[src/rtl/state_estimate_updater.sv]
// Kalman state-estimate engine: x_pred = A*x_hat + B*u, innov = y - C*x_pred, x_hat = x_pred + K*innov.
// Latency: prediction nos*(nos+nin) enabled cycles, update noo*nos + nos*noo enabled cycles, one MAC per cycle.
// Backpressure: clk_en=0 freezes everything; Start_* requests are ignored while busy. Build option: STATE_EST_SAT_EN.
module state_estimate_updater #(
    parameter int WIDTH = 16,
    parameter int FRAC  = 8,
    parameter int nos   = 4,
    parameter int noo   = 2,
    parameter int nin   = 1
) (
    input  logic                    clk,
    input  logic                    reset,
    input  logic                    clk_en,
    input  logic                    Start_Prediction,
    input  logic                    Start_Update,
    input  logic signed [WIDTH-1:0] A      [nos][nos],
    input  logic signed [WIDTH-1:0] B      [nos][nin],
    input  logic signed [WIDTH-1:0] C      [noo][nos],
    input  logic signed [WIDTH-1:0] K      [nos][noo],
    input  logic signed [WIDTH-1:0] u      [nin],
    input  logic signed [WIDTH-1:0] y      [noo],
    input  logic signed [WIDTH-1:0] x0     [nos],
    output logic signed [WIDTH-1:0] x_hat  [nos],
    output logic signed [WIDTH-1:0] x_pred [nos],
    output logic signed [WIDTH-1:0] innov  [noo],
    output logic                    busy,
    output logic                    end_Prediction,
    output logic                    end_Update
);

    localparam int ACC_W = 2*WIDTH + $clog2(nos+nin) + 1;
    localparam int IW    = $clog2(nos+nin+noo+1);

    localparam logic [IW-1:0] PRED_LC = IW'(nos+nin-1);
    localparam logic [IW-1:0] INNO_LC = IW'(nos-1);
    localparam logic [IW-1:0] CORR_LC = IW'(noo-1);
    localparam logic [IW-1:0] NOS_LR  = IW'(nos-1);
    localparam logic [IW-1:0] NOO_LR  = IW'(noo-1);

    localparam logic signed [ACC_W-1:0] MAXV = {{(ACC_W-WIDTH+1){1'b0}}, {(WIDTH-1){1'b1}}};
    localparam logic signed [ACC_W-1:0] MINV = {{(ACC_W-WIDTH+1){1'b1}}, {(WIDTH-1){1'b0}}};

    typedef enum logic [2:0] {IDLE, PRED, PRED_DONE, INNOV, CORR, UPD_DONE} state_t;

    state_t                  state;
    logic [IW-1:0]           row, col;
    logic signed [ACC_W-1:0] acc;
    logic signed [WIDTH-1:0] u_reg [nin];
    logic signed [WIDTH-1:0] y_reg [noo];

    logic signed [WIDTH-1:0]   op_a, op_b, y_sel, xp_sel;
    logic signed [2*WIDTH-1:0] prod;
    logic signed [ACC_W-1:0]   acc_sum;
    logic signed [WIDTH-1:0]   mac_res, innov_val, corr_val;
    logic signed [WIDTH:0]     innov_sum, corr_sum;
    logic                      last_c, last_r;

    // Narrow a wide signed value to WIDTH bits: saturate or two's-complement wrap.
    function automatic logic signed [WIDTH-1:0] narrow(input logic signed [ACC_W-1:0] v);
`ifdef STATE_EST_SAT_EN
        if (v > MAXV)
            return {1'b0, {(WIDTH-1){1'b1}}};
        else if (v < MINV)
            return {1'b1, {(WIDTH-1){1'b0}}};
        else
            return WIDTH'(v);
`else
        return WIDTH'(v);
`endif
    endfunction

    // MAC operand selection, accumulate, and per-phase row results.
    always_comb begin
        op_a   = '0;
        op_b   = '0;
        y_sel  = '0;
        xp_sel = '0;
        last_c = 1'b0;
        last_r = 1'b0;
        case (state)
            PRED: begin
                for (int i = 0; i < nos; i++) begin
                    for (int c = 0; c < nos; c++)
                        if (row == IW'(i) && col == IW'(c)) begin
                            op_a = A[i][c];
                            op_b = x_hat[c];
                        end
                    for (int k = 0; k < nin; k++)
                        if (row == IW'(i) && col == IW'(nos+k)) begin
                            op_a = B[i][k];
                            op_b = u_reg[k];
                        end
                end
                last_c = (col == PRED_LC);
                last_r = (row == NOS_LR);
            end
            INNOV: begin
                for (int r = 0; r < noo; r++) begin
                    for (int c = 0; c < nos; c++)
                        if (row == IW'(r) && col == IW'(c)) begin
                            op_a = C[r][c];
                            op_b = x_pred[c];
                        end
                    if (row == IW'(r))
                        y_sel = y_reg[r];
                end
                last_c = (col == INNO_LC);
                last_r = (row == NOO_LR);
            end
            CORR: begin
                for (int i = 0; i < nos; i++) begin
                    for (int r = 0; r < noo; r++)
                        if (row == IW'(i) && col == IW'(r)) begin
                            op_a = K[i][r];
                            op_b = innov[r];
                        end
                    if (row == IW'(i))
                        xp_sel = x_pred[i];
                end
                last_c = (col == CORR_LC);
                last_r = (row == NOS_LR);
            end
            default: ;
        endcase
        prod      = op_a * op_b;
        acc_sum   = ((col == '0) ? '0 : acc) + ACC_W'(prod);
        mac_res   = narrow(acc_sum >>> FRAC);
        innov_sum = (WIDTH+1)'(y_sel) - (WIDTH+1)'(mac_res);
        corr_sum  = (WIDTH+1)'(xp_sel) + (WIDTH+1)'(mac_res);
        innov_val = narrow(ACC_W'(innov_sum));
        corr_val  = narrow(ACC_W'(corr_sum));
    end

    // Control FSM, index counters, accumulator and result registers.
    always_ff @(posedge clk) begin
        if (clk_en) begin
            if (reset) begin
                state          <= IDLE;
                x_hat          <= x0;
                x_pred         <= x0;
                for (int r = 0; r < noo; r++) innov[r] <= '0;
                for (int r = 0; r < noo; r++) y_reg[r] <= '0;
                for (int k = 0; k < nin; k++) u_reg[k] <= '0;
                acc            <= '0;
                row            <= '0;
                col            <= '0;
                busy           <= 1'b0;
                end_Prediction <= 1'b0;
                end_Update     <= 1'b0;
            end else begin
                case (state)
                    IDLE, PRED_DONE, UPD_DONE: begin
                        // PRED_DONE favours a pending update; IDLE and UPD_DONE favour prediction.
                        if (state == PRED_DONE && Start_Update) begin
                            state          <= INNOV;
                            y_reg          <= y;
                            row            <= '0;
                            col            <= '0;
                            busy           <= 1'b1;
                            end_Prediction <= 1'b0;
                            end_Update     <= 1'b0;
                        end else if (Start_Prediction) begin
                            state          <= PRED;
                            u_reg          <= u;
                            row            <= '0;
                            col            <= '0;
                            busy           <= 1'b1;
                            end_Prediction <= 1'b0;
                            end_Update     <= 1'b0;
                        end else if (state == IDLE && Start_Update) begin
                            state          <= INNOV;
                            y_reg          <= y;
                            row            <= '0;
                            col            <= '0;
                            busy           <= 1'b1;
                        end
                    end
                    PRED, INNOV, CORR: begin
                        acc <= acc_sum;
                        if (last_c) begin
                            col <= '0;
                            for (int i = 0; i < nos; i++)
                                if (row == IW'(i)) begin
                                    if (state == PRED) x_pred[i] <= mac_res;
                                    if (state == CORR) x_hat[i]  <= corr_val;
                                end
                            for (int r = 0; r < noo; r++)
                                if (row == IW'(r) && state == INNOV) innov[r] <= innov_val;
                            if (last_r) begin
                                row <= '0;
                                if (state == PRED) begin
                                    state          <= PRED_DONE;
                                    busy           <= 1'b0;
                                    end_Prediction <= 1'b1;
                                end else if (state == INNOV) begin
                                    state <= CORR;
                                end else begin
                                    state      <= UPD_DONE;
                                    busy       <= 1'b0;
                                    end_Update <= 1'b1;
                                end
                            end else begin
                                row <= row + 1'b1;
                            end
                        end else begin
                            col <= col + 1'b1;
                        end
                    end
                    default: state <= IDLE;
                endcase
            end
        end
    end

endmodule

[config.mk]
export PLATFORM = sky130hd
export DESIGN_NAME = state_estimate_updater
export DESIGN_NICKNAME = d
export VERILOG_FILES = /design/src/rtl/state_estimate_updater.sv
export SDC_FILE = /design/constraint.sdc
export NUM_CORES = 2
export LEC_CHECK = 0
export ABC_AREA = 1
export CAP_MARGIN = 20
export CORE_AREA = 2 2 331 333
export CTS_BUF_LIST = sky130_fd_sc_hd__clkbuf_8
export DETAILED_ROUTE_END_ITERATION = 6
export DIE_AREA = 0 0 333 335
export PLACE_DENSITY_LB_ADDON = 0.2
export RECOVER_POWER = 50
export SYNTH_ARGS = -nofsm -noshare
export SYNTH_HDL_FRONTEND = slang
export SYNTH_SLANG_ARGS = --single-unit
[constraint.sdc]
create_clock -name clk -period 16.2 [get_ports clk]
set_input_delay 3.24 -clock clk [delete_from_list [all_inputs] [get_ports clk]]
set_output_delay 3.24 -clock clk [all_outputs]
set_load 0.02 [all_outputs]
## Yosys cells after proc, flatten, opt, wreduce, memory -nomap -nowiden

Cells that the tools add are included.

- Add/sub/neg operators: 5
- Multipliers: 1
- Equality and inequality tests: 22
- Muxes and demuxes: 148
- Reductions and logical operators: 63

Operators by type and width:

| cell | number |
|---|---|
| two-way mux 16 bit | 95 |
| two-way mux 64 bit | 6 |
| two-way mux 32 bit | 6 |
| case mux 16 bit (3 select lines) | 2 |
| two-way mux 36 bit | 2 |
| AND reduction 5 bit | 8 |
| adder 36 bit | 1 |
| two-way mux 3 bit | 12 |
| multiplier 16 x 16 -> 32 bit | 1 |
| logical AND 1 bit | 24 |
| AND reduction 4 bit | 6 |
| nonzero test 2 bit | 12 |
| == test 3 x 2 -> 1 bit, second input constant | 6 |
| case mux 3 bit (2 select lines) | 3 |
| two-way mux 1 bit | 17 |
| adder 16 bit | 1 |
| subtractor 16 bit | 1 |
| != test 3 bit, second input constant | 5 |
| AND reduction 6 bit | 2 |
| == test 3 x 1 -> 1 bit, second input constant | 3 |
| == test 3 bit, second input constant | 3 |
| zero test 3 bit | 3 |
| != test 4 bit, second input constant | 2 |
| case mux 1 bit (2 select lines) | 4 |
| other kinds (11) | 14 |

- Register bits after elaboration: 256
- Input port bits: 693
- Output and inout port bits: 163
- Logic and storage cells: 259

## Longest topological paths before layout

- Depth in word-level cells: 31
- Gate-level depth with buffers: 80
- Gate-level depth less buffers: 75

## Worst setup path before layout

No wires, ideal clock.

- Path kind: input -> register
- From: in A[214] in the netlist's numbering
- To: reg x_hat[15] in the netlist's numbering, data pin
- Data arrival time: 12154 ps
- Required time: 15945 ps
- Slack: 3792 ps
- Cell stages on the path: 64
- Cells stage by stage: or2_2 > nand3_1 > nand3_1 > o21ai_0 > o211ai_1 > a21oi_1 > o211ai_1 > o21ai_1 > nand2_1 > o211ai_1 > nand3_1 > o21ai_1 > nand2_1 > o211ai_1 > nand3_1 > o211ai_1 > nand3_1 > nand2_1 > (+28 left out) > inv_1 > ha_1 > nand2_1 > o21ai_0 > nand3_1 > nand2_1 > nand2_1 > inv_1 > o21a_1 > nor2_1 > o21ai_0 > a21oi_1 > nor2_1 > nor2_1 > xnor2_1 > nand3_1 > nand3_2 > nand2_1

- Word-level cells in the longest chain between the ends: 27

Ends and longest elaborated chain:

| item | RTL line | text |
|---|---|---|
| start: declaration | 16 | `input logic signed [WIDTH-1:0] A [nos][nos],` |
| two-way mux 16 bit (2 in series) | 84 | `if (row == IW'(i) && col == IW'(c)) begin` |
| two-way mux 16 bit | 89 | `if (row == IW'(i) && col == IW'(nos+k)) begin` |
| two-way mux 16 bit (4 in series) | 84 |  |
| two-way mux 16 bit | 89 |  |
| two-way mux 16 bit (4 in series) | 84 |  |
| two-way mux 16 bit | 89 |  |
| two-way mux 16 bit (4 in series) | 84 |  |
| two-way mux 16 bit | 89 |  |
| (+2 left out) | -- |  |
| adder 36 bit | 126 | `acc_sum = ((col == '0) ? '0 : acc) + ACC_W'(prod);` |
| named net acc_sum[14] | 53 | `logic signed [ACC_W-1:0] acc_sum;` |
| adder 16 bit | 129 | `corr_sum = (WIDTH+1)'(xp_sel) + (WIDTH+1)'(mac_res);` |
| two-way mux 16 bit | 185 | `if (state == CORR) x_hat[i] <= corr_val;` |
| two-way mux 16 bit | 183 | `if (row == IW'(i)) begin` |
| two-way mux 64 bit | 180 | `if (last_c) begin` |
| two-way mux 64 bit | 151 | `case (state)` |
| two-way mux 64 bit | 137 | `if (reset) begin` |
| end signal: indexed assignment | 185 |  |
| end: declaration | 23 | `output logic signed [WIDTH-1:0] x_hat [nos],` |

The timed path passes the listed nets, and every way through them passes these cells. The select of a mux whose other input is x is not followed.
A chain may end at the register's enable or synchronous reset.

## Worst setup path in the final report

- From: in A[228] in the netlist's numbering
- To: reg x_hat[28] in the netlist's numbering, data pin

- Word-level cells in the longest chain between the ends: 28

Ends and longest elaborated chain:

| item | RTL line |
|---|---|
| two-way mux 16 bit (3 in series) | 84 |
| two-way mux 16 bit | 89 |
| two-way mux 16 bit (4 in series) | 84 |
| two-way mux 16 bit | 89 |
| two-way mux 16 bit (4 in series) | 84 |
| two-way mux 16 bit | 89 |
| two-way mux 16 bit (4 in series) | 84 |
| two-way mux 16 bit | 89 |
| (+2 left out) | -- |
| adder 36 bit | 126 |
| named net acc_sum[13] | 53 |
| adder 16 bit | 129 |
| two-way mux 16 bit | 185 |
| two-way mux 16 bit | 183 |
| two-way mux 64 bit | 180 |
| two-way mux 64 bit | 151 |
| two-way mux 64 bit | 137 |

The timed path passes the listed nets, and every way through them passes these cells. The select of a mux whose other input is x is not followed.

==> flow_summary.yaml <==
timing:
  slew_viol_final: 304
  slew_headroom: -2.04
  final.setup.worst_slack_ns: 1.85
  finalCritPeriodShare: 0.886
  setup_viol: 0
  clock.fmax_mhz: 69.7
  period_needed_ns: 14.35
  worstMarginPinSlew_ns: 4.56
  setup-tns-final_ns: 0
  hold_viol_final: 0
  finClkSkew_ns: 0.0345
  rsz0062_at_grt: "no"
job:
  max-cap-violations: 6
floorplanning:
  die_area_sq_mm: 0.112
  initial_core_util: 0.295
  ioPinCount: 856
  num_rows: 121
  die_h_um: 335
  core_sq_mm: 0.108
  die_w_um: 333
drt:
  drc: 0
  dr_total_vias: 36700
  firstDrtPassIters: 6
  wl_per_cell_um: 26.7
  wl_um: 186000
  drtAntennaViolNets: 0
  drt_iter0_drc: 4269
  drt-vias-per-instance: 5.26
layout:
  area_growth_pct: 33.1
  final_cells: 6966
  drive_above_1_share: 0.0444
  fin_nets: 6534
  mostFrequentLayoutCells: "nand2_1 (1187), inv_1 (929), clkdlybuf4s50_1 (691)"
  design_area_sq_mm: 0.0425
  reg_top3: "x_hat: 64 flops, x_pred: 64 flops"
  layout_commonest_cell: "nand2_1"
yosys:
  synth-simple-area-share: 0.244
  avgSynthCellArea_sq_um: 6.64
  synth-warning-count: 0
  synthFlopType: "edfxtp_1"
  async_flop_share: 0
  synth_fa_ha_area_frac: 0.173
  syn_area_sq_mm: 0.0319
  ys_ff_latch: 244
  synth-xor-area-share: 0.00961
  synth_compound_gate_area_share: 0.190
  synthTopCellsByArea: "edfxtp_1 (23%), nand2_1 (14%), fa_1 (12%)"
  synth_cell_types: 53
  synth_top_area_cell: "edfxtp_1"
  synth_top_area_share: 0.230
  synth_edf_count: 244
  synthMuxAreaShare: 0
  syn-num-nets: 5823
  synth_top_family_by_area: "simple AND/OR/NAND/NOR gates"
  syn-instance-count: 4804
  synth_seq_area_share: 0.230
clocking:
  path_clk_slew_ns: 0.07
  clk_path_buf_depth: 3
  clk_root_buffer_cell: "clkbuf_8"
  clock_latency_ns: 0.60
  post_cts_buffers: 0
  cts_tree: "built"
  postCtsHoldBufs: 0
  clock-sinks: 244
  ctsResizeCount: 0
  cts_buffers: 42
  htreeDepth: 2
worst_setup_path:
  critical_path.slowest_cell: "fa_1"
  r2r_slack_ns: 2.51
  path_common_cell: "nand2_1"
  crit_type: "in2reg"
  r2r.worst_path.cells: 62
  arrival_ns: 14.66
  startpoint: "A[228]"
  crit_fanout: 16
  r2r_end: "x_hat[28]$_DFFE_PP_"
  endpoint_kind: "register"
  regToRegStartpoint: "col[0]$_SDFFCE_PP0P_"
  slowest_delay_ns: 0.54
  critPathLaunchType: "input port"
  required_ns: 16.50
power:
  peakVddDrop_v: 0.0000543
  p_per_area_mw_per_mm2: 67.2
  p_leak_nw: 19.7
  power_mw: 2.86
global_route:
  overflow: 0
  antenna_found_initial: 26
  grt_max_degree: 101
  grt_pass1_wl_um: 259000
  grt.total_usage: 0.322
  grt_pass1_vias: 35100
min_path:
  min_path_type: "reg2reg"
  min_from: "row[0]$_SDFFCE_PP0P_"
  min_to: "row[0]$_SDFFCE_PP0P_"
  whs_path_depth: 1
placed_design:
  dp_hpwl_um: 145000
  io_buffers: 855
  dpl_worst_slack_ns: 1.49
  placed_area_sq_mm: 0.0418
  dp.cells: 6884
  globalplace.congestion: 0.981
outcome:
  violations: "max-capacitance violations, max-slew violations"
  status: "finished with violations"
metrics by stage:
stage	utilization	hold slack (ns)
floorplan	-	0.588
global placement	0.386	0.617
detailed placement	0.386	0.620
CTS	0.393	0.628
global route	0.393	0.661
finish	0.393	0.634
kinds of logic after synthesis:
family | after synthesis
simple gates | 1910
flops | 244
fa+ha+maj | 326
xor+xnor | 35
buf+inv | 1230
compound gates | 1059
where the power goes:
part | switching [mW] | internal, mW | total, mW
Combinational | 0.940 | 0.536 | 1.48
Clock | 0.283 | 0.243 | 0.526
Sequential | 0.0545 | 0.800 | 0.854
Total | 1.28 | 1.58 | 2.86
worst max-delay path by stage:
| stage | slack, ns | cells after the start | end |
|---|---|---|---|
| final | 1.85 | 63 | x_hat[28]$_DFFE_PP_ |
| after global placement | 1.49 | 63 | x_hat[15]$_DFFE_PP_ |
| after detailed placement | 1.49 | 65 | x_hat[15]$_DFFE_PP_ |
| after global routing | 0.95 | 63 | x_hat[44]$_DFFE_PP_ |
| after CTS | 2.03 | 65 | x_hat[15]$_DFFE_PP_ |
| after floorplan | 3.79 | 64 | x_hat[15]$_DFFE_PP_ |
Yosys cell counts (85+ instances only):
library cell and instances:
a21oi_1 218, buf_2 85, clkbuf_1 135, edfxtp_1 244, fa_1 190, ha_1 136
inv_1 935, nand2_1 1190, nand3_1 244, nor2_1 367, o211ai_1 141, o21ai_0 529
routing by layer:
layer / global-route usage / wire, um
met1: 0.426 / 75800
met2: 0.526 / 84400
met3: 0.0572 / 17700
met4: 0.115 / 7960
met5: 0 / 90
area by class of cell:
| cell class | instances | area (sq um) |
|---|---|---|
| fillers | 11600 | 65600 |
| multi-input cells | 3330 | 19800 |
| repair buffers | 945 | 9260 |
| flip-flops and latches | 244 | 7330 |
| inverters | 952 | 3590 |
| well taps | 1414 | 1770 |
| clock buffers | 42 | 578 |
| clock inverters | 29 | 140 |
| diodes | 10 | 25.0 |
critical path, delay by kind of cell:
| family | cells | cell delay [ns] |
|---|---|---|
| XOR/XNOR | 1 | 0.31 |
| AND/OR/NAND/NOR | 19 | 2.23 |
| AO/OA/AOI/OAI | 21 | 4.08 |
| buffers and inverters | 13 | 1.15 |
| adder cells (fa/ha/maj) | 9 | 3.65 |
(Power assumes the default switching activity.)
